--- src/rtl/if_fetch.sv ---
// if_fetch: instruction-fetch stage feeding the IF/ID register.
// Holds the PC, reads each 32-bit instruction as four byte reads from the
// byte-wide memory controller (req/ack), and presents a registered
// {pc, inst, valid} to IF/ID. Handles branch redirect and downstream stall.
// Optional feature macro: IF_ICACHE_EN (direct-mapped one-word-per-line
// instruction cache). With the macro undefined every fetch goes to memory.
//
// state   | meaning
// --------+--------------------------------------------------------------
// S_IDLE  | one cycle after reset release, no request
// S_FETCH | requesting byte k of the word at r_pc (or probing the cache)
// S_HOLD  | word presented to IF/ID, waiting for it to be consumed
module if_fetch #(
   parameter int          ADDR_W       = 17,
   parameter logic [31:0] RESET_PC     = 32'h0,
   parameter int          ICACHE_LINES = 64
) (
   input  logic              clk,
   input  logic              rst,
   input  logic [5:0]        stall,
   input  logic              branch_flag_i,
   input  logic [31:0]       branch_target_i,
   output logic              mem_req_o,
   output logic [ADDR_W-1:0] mem_addr_o,
   input  logic              mem_ack_i,
   input  logic [7:0]        mem_data_i,
   output logic [31:0]       if_pc_o,
   output logic [31:0]       if_inst_o,
   output logic              if_valid_o,
   output logic              stallreq_o
);

   localparam logic [1:0] S_IDLE  = 2'd0;
   localparam logic [1:0] S_FETCH = 2'd1;
   localparam logic [1:0] S_HOLD  = 2'd2;

   logic [1:0]        r_state;
   logic [31:0]       r_pc;
   logic [1:0]        r_k;
   logic [23:0]       r_bytes;
   logic [31:0]       r_if_pc;
   logic [31:0]       r_if_inst;
   logic              r_if_valid;

   logic              w_in_fetch;
   logic              w_hit;
   logic [31:0]       w_hit_word;
   logic              w_ack;
   logic [ADDR_W-1:0] w_addr;
   logic [31:0]       w_word;
   logic              w_unused;

`ifdef IF_ICACHE_EN
   localparam int IDX_W = $clog2(ICACHE_LINES);
   localparam int TAG_W = ADDR_W - IDX_W - 2;

   logic [31:0]             r_c_data [ICACHE_LINES];
   logic [TAG_W-1:0]        r_c_tag  [ICACHE_LINES];
   logic [ICACHE_LINES-1:0] r_c_valid;
   logic [IDX_W-1:0]        w_idx;
   logic [TAG_W-1:0]        w_tag;
   logic                    w_fill;

   assign w_idx      = r_pc[IDX_W+1:2];
   assign w_tag      = r_pc[ADDR_W-1:IDX_W+2];
   assign w_hit      = w_in_fetch && (r_k == 2'd0) && r_c_valid[w_idx]
                       && (r_c_tag[w_idx] == w_tag);
   assign w_hit_word = r_c_data[w_idx];
   // A redirect in the same cycle as the last byte abandons the fill.
   assign w_fill     = w_ack && (r_k == 2'd3) && !branch_flag_i;

   // Cache line storage, written only when a memory fetch completes.
   always_ff @(posedge clk) begin
      if (rst && w_fill) begin
         r_c_data[w_idx] <= w_word;
         r_c_tag[w_idx]  <= w_tag;
      end
   end

   // Line valid bits, cleared by reset.
   always_ff @(posedge clk) begin
      if (!rst) begin
         r_c_valid <= '0;
      end else if (w_fill) begin
         r_c_valid[w_idx] <= 1'b1;
      end
   end

   assign w_unused = ^{stall[5:2], stall[0], branch_target_i[1:0]};
`else
   localparam logic [31:0] P_LINES = ICACHE_LINES;

   assign w_hit      = 1'b0;
   assign w_hit_word = 32'h0;
   assign w_unused   = ^{stall[5:2], stall[0], branch_target_i[1:0], P_LINES};
`endif

   assign w_in_fetch = (r_state == S_FETCH);
   assign w_addr     = r_pc[ADDR_W-1:0] + ADDR_W'(r_k);
   assign w_ack      = mem_ack_i && mem_req_o;
   assign w_word     = {mem_data_i, r_bytes};

   assign mem_req_o  = w_in_fetch && !w_hit;
   assign mem_addr_o = mem_req_o ? w_addr : '0;
   assign stallreq_o = w_in_fetch;
   assign if_pc_o    = r_if_pc;
   assign if_inst_o  = r_if_inst;
   assign if_valid_o = r_if_valid;

   // Fetch sequencing: reset, then redirect, then per-state byte collection.
   always_ff @(posedge clk) begin
      if (!rst) begin
         r_state    <= S_IDLE;
         r_pc       <= RESET_PC;
         r_k        <= 2'd0;
         r_bytes    <= 24'h0;
         r_if_pc    <= 32'h0;
         r_if_inst  <= 32'h0;
         r_if_valid <= 1'b0;
      end else if (branch_flag_i) begin
         r_pc       <= {branch_target_i[31:2], 2'b00};
         r_k        <= 2'd0;
         r_if_valid <= 1'b0;
         r_state    <= S_FETCH;
      end else begin
         case (r_state)
            S_IDLE: r_state <= S_FETCH;
            S_FETCH: begin
               if (w_hit) begin
                  r_if_inst  <= w_hit_word;
                  r_if_pc    <= r_pc;
                  r_if_valid <= 1'b1;
                  r_state    <= S_HOLD;
               end else if (w_ack) begin
                  case (r_k)
                     2'd0: r_bytes[7:0]   <= mem_data_i;
                     2'd1: r_bytes[15:8]  <= mem_data_i;
                     2'd2: r_bytes[23:16] <= mem_data_i;
                     default: begin
                        r_if_inst  <= w_word;
                        r_if_pc    <= r_pc;
                        r_if_valid <= 1'b1;
                        r_state    <= S_HOLD;
                     end
                  endcase
                  r_k <= r_k + 2'd1;
               end
            end
            S_HOLD: begin
               if (!stall[1]) begin
                  r_pc       <= r_pc + 32'd4;
                  r_k        <= 2'd0;
                  r_if_valid <= 1'b0;
                  r_state    <= S_FETCH;
               end
            end
            default: r_state <= S_IDLE;
         endcase
      end
   end

endmodule

--- config.mk ---
export PLATFORM = sky130hd
export DESIGN_NAME = if_fetch
export DESIGN_NICKNAME = d
export VERILOG_FILES = /design/src/rtl/if_fetch.sv
export SDC_FILE = /design/constraint.sdc
export NUM_CORES = 1
export LEC_CHECK = 0
export BUFFER_PORTS_ARGS = -buffer_cell sky130_fd_sc_hd__buf_2
export CORE_MARGIN = 5
export CORE_UTILIZATION = 32
export DETAILED_ROUTE_END_ITERATION = 8
export SETUP_SLACK_MARGIN = 0.05
export SYNTH_ARGS = -nofsm -noshare
export SYNTH_HDL_FRONTEND = slang
export SYNTH_SLANG_ARGS = --single-unit
--- constraint.sdc ---
create_clock -name clk -period 3.4 [get_ports clk]
set_input_delay 0.34 -clock clk [delete_from_list [all_inputs] [get_ports clk]]
set_output_delay 0.34 -clock clk [all_outputs]
set_load 0.03 [all_outputs]
# Word-level counts from Yosys, hierarchy flattened
# Index checks and enable logic that the tools add are counted.
[word_totals] reg_bits=125 input_bits=50 output_inout_bits=84 word_cells=62
[op_classes] n_addsub=3 n_eq_ne=11 mux=16 n_bitwise=4 n_reduce_logical=17
[ops] operator="32-bit two-way mux" count=3
[ops] operator="32-bit by 3-bit adder with 32-bit output, second input constant" count=1
[ops] operator="4-bit AND reduction" count=5
[ops] operator="17-bit by 2-bit adder with 17-bit output" count=1
[ops] operator="17-bit two-way mux" count=1
[ops] operator="2-bit two-way mux" count=5
[ops] operator="3-bit AND reduction" count=3
[ops] operator="3-bit != test, second input constant" count=2
[ops] operator="2-bit case mux with 3 select lines" count=1
[ops] operator="2-bit by 1-bit == test with 1-bit output, second input constant" count=2
[ops] operator="2-bit == test, second input constant" count=2
[ops] operator="2-bit logical NOT" count=2
[ops] operator="1-bit two-way mux" count=4
[ops] operator="2-bit by 1-bit != test with 1-bit output, second input constant" count=2
[ops] operator="2-bit != test, second input constant" count=2
[ops] operator="1-bit inverter" count=4
[ops] operator="2-bit case mux with 2 select lines" count=1
[ops] operator="2-bit AND reduction" count=2
[ops] operator="2-bit nonzero test" count=2
[ops] operator="3-bit by 2-bit != test with 1-bit output, second input constant" count=1
[ops] operator="3-bit OR reduction" count=1
[ops] operator="2-bit by 1-bit adder with 2-bit output, second input constant" count=1
[ops] operator="1-bit case mux with 2 select lines" count=1
[ops] operator="2-bit OR reduction" count=1
[ops] operator="1-bit logical AND" count=1

# Logic depth before layout (Yosys ltp)
[logic_depth] word_depth=6 depth_mapped=7 mapped_depth_nobuf=5

# Worst setup path before layout
# Ideal clock, no wire load.
[synth_timing] path_kind="reg2reg" startpoint="register r_state[1]" endpoint="register r_pc[25]" setup_time_ns=0.062 arrival_time_ns=1.822 required_ns=3.338 path_slack_ns=1.516 stages_incl_launch_ff=6 n_path_buf=1 period_less_slack_ns=1.884 cell_sequence="dfxtp_1 or3b_1 buf_2 or3_4 or4_1 nand3_1"
[synth_via] elab_chain_len=3
[synth_lines] item="from (decl)" line="37" rtl="logic [1:0] r_state;"
[synth_lines] item="from (signal assigned)" line="113" rtl="r_state <= S_IDLE;"
[synth_lines] item="from (signal assigned)" line="124" rtl="r_state <= S_FETCH;"
[synth_lines] item="from (signal assigned)" line="127" rtl="S_IDLE: r_state <= S_FETCH;"
[synth_lines] item="2-bit == test" line="126" rtl="case (r_state)"
[synth_lines] item="2-bit nonzero test (no line)"
[synth_lines] item="2-bit AND reduction (no line)"
[synth_lines] item="to (signal assigned)" line="121" rtl="r_pc <= {branch_target_i[31:2], 2'b00};"
[synth_lines] item="to (signal assigned)" line="151" rtl="r_pc <= r_pc + 32'd4;"
[synth_lines] item="to (decl)" line="38" rtl="logic [31:0] r_pc;"
# No other way between the ends.
# A chain may end at the register's enable or synchronous reset.

# Worst setup path after layout
[layout_timing] startpoint="register r_pc[11]" endpoint="register r_pc[27]"
[layout_via] elab_chain_len=4
[layout_lines] item="32-bit by 3-bit adder with 32-bit output" line="151"
[layout_lines] item="32-bit two-way mux" line="150" rtl="if (!stall[1]) begin"
[layout_lines] item="32-bit two-way mux" line="126"
[layout_lines] item="32-bit two-way mux" line="120" rtl="end else if (branch_flag_i) begin"
# No other way between the ends. The select of a mux whose other input is x is not followed.

==> results.py <==
metrics = {
    "global_routing": {
        "antenna_found_initial": 1,
        "grt_max_degree": 75,
        "grt-ovfl-total": 0,
        "grt_pass1_wl_mm": 22.9,
        "grt_pass1_vias": 4394,
        "grtUsageTotal_pct": 15.7,
    },
    "logic_synthesis": {
        "synth_area_sq_um": 5100,
        "async_flop_share_pct": 0,
        "synthCells": 643,
        "yosys_most_used_dff": "dfxtp_1",
        "synth-seq-area-share_pct": 47.5,
        "synth_edf_count": 0,
        "ys_ff_latch": 121,
        "ys_warn_count": 0,
        "syn_avg_cell_area_sq_um": 7.94,
        "synth_cell_type_count": 45,
    },
    "routing": {
        "drt-total-wl_mm": 14.6,
        "wl_per_cell_um": 15.1,
        "vias_per_cell": 4.91,
        "vias": 4767,
        "first_pass_iters": 4,
        "drc": 0,
        "initialDrtViolationCount": 298,
        "antenna_left": 0,
    },
    "clock_network": {
        "cts_buffer_depth": 2,
        "cts_tree": "done",
        "numCtsBuffers": 17,
        "hold_buffers": 0,
        "h-tree-depth": 4,
        "cts_setup_buffers": 0,
        "clk_pin_slew_ns": 0.06,
        "cts.sinks": 121,
        "cts_resized": 0,
        "root_buffer": "clkbuf_16",
        "clock_latency_ns": 0.42,
    },
    "status": {
        "status": "complete, no violations",
    },
    "min_path": {
        "hold_path.class": "in -> reg",
        "hold_depth": 3,
        "hold_start": "branch_target_i[2]",
        "hold_end": "r_pc[2]",
    },
    "worst_setup_path": {
        "crit_type": "reg -> reg",
        "rrSetupSlack_ns": 1.12,
        "cp.arrival_ns": 2.62,
        "cp.required_ns": 3.74,
        "critPathMaxFanout": 16,
        "start_kind": "flop",
        "rr_startpoint": "r_pc[11]",
        "r2r_end": "r_pc[27]",
        "r2r.worst_path.cells": 4,
        "end_kind": "flop",
    },
    "timing": {
        "tightest_slew_ns": 0.868,
        "fin_skew_ns": 0.00961,
        "finalCritPeriodShare_pct": 67.0,
        "finalSetupViolations": 0,
        "setup_ws_ns": 1.12,
        "hold_viol": 0,
        "finalSetupTns_ns": 0,
        "rsz0062_at_grt": "no",
        "fin_crit_ns": 2.28,
        "slew_headroom_pct": 42.1,
        "fmax_mhz": 439,
        "slew_viol_final": 0,
    },
    "power_and_ir_drop": {
        "p_per_area_nw_per_um2": 538,
        "leakagePower_uw": 0.00249,
        "ir_drop_mv": 0.341,
    },
    "place": {
        "dp.final_hpwl_mm": 9.79,
        "dp_slack_ns": 1.13,
        "placed_area_sq_um": 5860,
        "gp_congestion": 0.744,
        "io_buffers": 124,
    },
    "floorplan": {
        "die_h_um": 136,
        "rows": 46,
        "boundaryPins": 134,
        "initial_core_util_pct": 32.4,
        "die_w_um": 136,
        "dieArea_sq_um": 18600,
        "core_area_sq_um": 15800,
    },
    "finish": {
        "nets": 798,
        "layout_commonest_cell": "nand2_1",
        "num_antenna_cells": 0,
        "final_cell_area_sq_um": 6460,
        "syn2layout_area_growth_pct": 26.5,
        "nFillCells": 1714,
        "finalCoreUtilization_pct": 40.9,
        "layout_common_cells": "161 x nand2_1, 124 x buf_2, 121 x dfxtp_1",
        "drive_gt1_share_pct": 22.8,
    },
    "job": {
        "drv_cap": 0,
    },
}
registers in the layout, summed over array words and instances, names as in the netlist:
signal      flops
r_k             2
if_valid_o      1
r_bytes        24
r_state         2
if_inst_o      32
r_pc           30
if_pc_o        30
worst max-delay path: stages, from the launching register on:
cell	delay, ns
dfxtp_1	0.45
nand4_1	0.42
or3_1	0.69
or4_1	0.47
a31oi_1	0.16
synthesized netlist by cell type (all sizes together) (5+ instances only):
master	count	area share, %
buf	9	1.1
nand3	34	3.3
xor2	8	1.4
dfxtp	121	47
clkbuf	42	3.1
nand2	162	12
nor2	8	0.59
or4	12	1.8
or3	9	1.2
inv	9	0.66
and2	21	2.6
o31ai	10	1.5
o21ai	28	2.7
a21oi	97	9.5
ha	5	1.2
a31oi	17	2.1
and4	7	1.2
nand4	12	1.5
cells by family after synthesis:
logic type / Yosys count / share of synthesized area [%]
AND/OR/NAND/NOR: 281 / 26.6
AO/OA/AOI/OAI: 163 / 17.7
buffers and inverters: 60 / 4.88
adder cells (fa/ha/maj): 5 / 1.23
XOR/XNOR: 10 / 1.72
multiplexers: 2 / 0.392
flip-flops: 121 / 47.5
other: 1 / 0.0735
area by class of cell:
cell class,count,area (sq um),area share [%]
clock buffer,18,439,6.80
tap,216,270,4.19
timing repair buffer,131,698,10.8
clock inverter,13,154,2.38
sequential,121,2420,37.5
multi-input combinational,463,2440,37.8
inverter,9,33.8,0.523
per-stage QoR:
step	total power (uW)	std cells	hold WS [ns]
6_report	3470	971	0.177
5_1_grt	3600	971	0.181
4_1_cts	3510	971	0.158
3_5_place_dp	1700	940	0.444
3_3_place_gp	1700	940	0.442
2_1_floorplan	1630	644	0.432
how the worst max path moves through the flow:
stage,start,endpoint,slack [ns],depth (start not counted)
floorplan,r_state[1],r_pc[25],1.52,5
global placement,r_pc[11],r_pc[26],1.17,4
detailed placement,r_pc[11],r_pc[24],1.13,4
CTS,r_pc[11],r_pc[24],1.13,4
global route,r_pc[11],r_pc[21],0.89,4
finish,r_pc[11],r_pc[27],1.12,4
per-layer routing:
metal	wire [um]	GRT usage (%)
met1	6980	20.5
met2	6750	25.0
met3	715	4.59
met4	176	5.43
met5	7	0
power breakdown:
part / internal (uW) / total [uW] / switching (uW)
Combinational: 61.9 / 179 / 117
Sequential: 1450 / 1490 / 41.2
Clock: 1160 / 1810 / 648
Power figures use the tool's default switching activity.
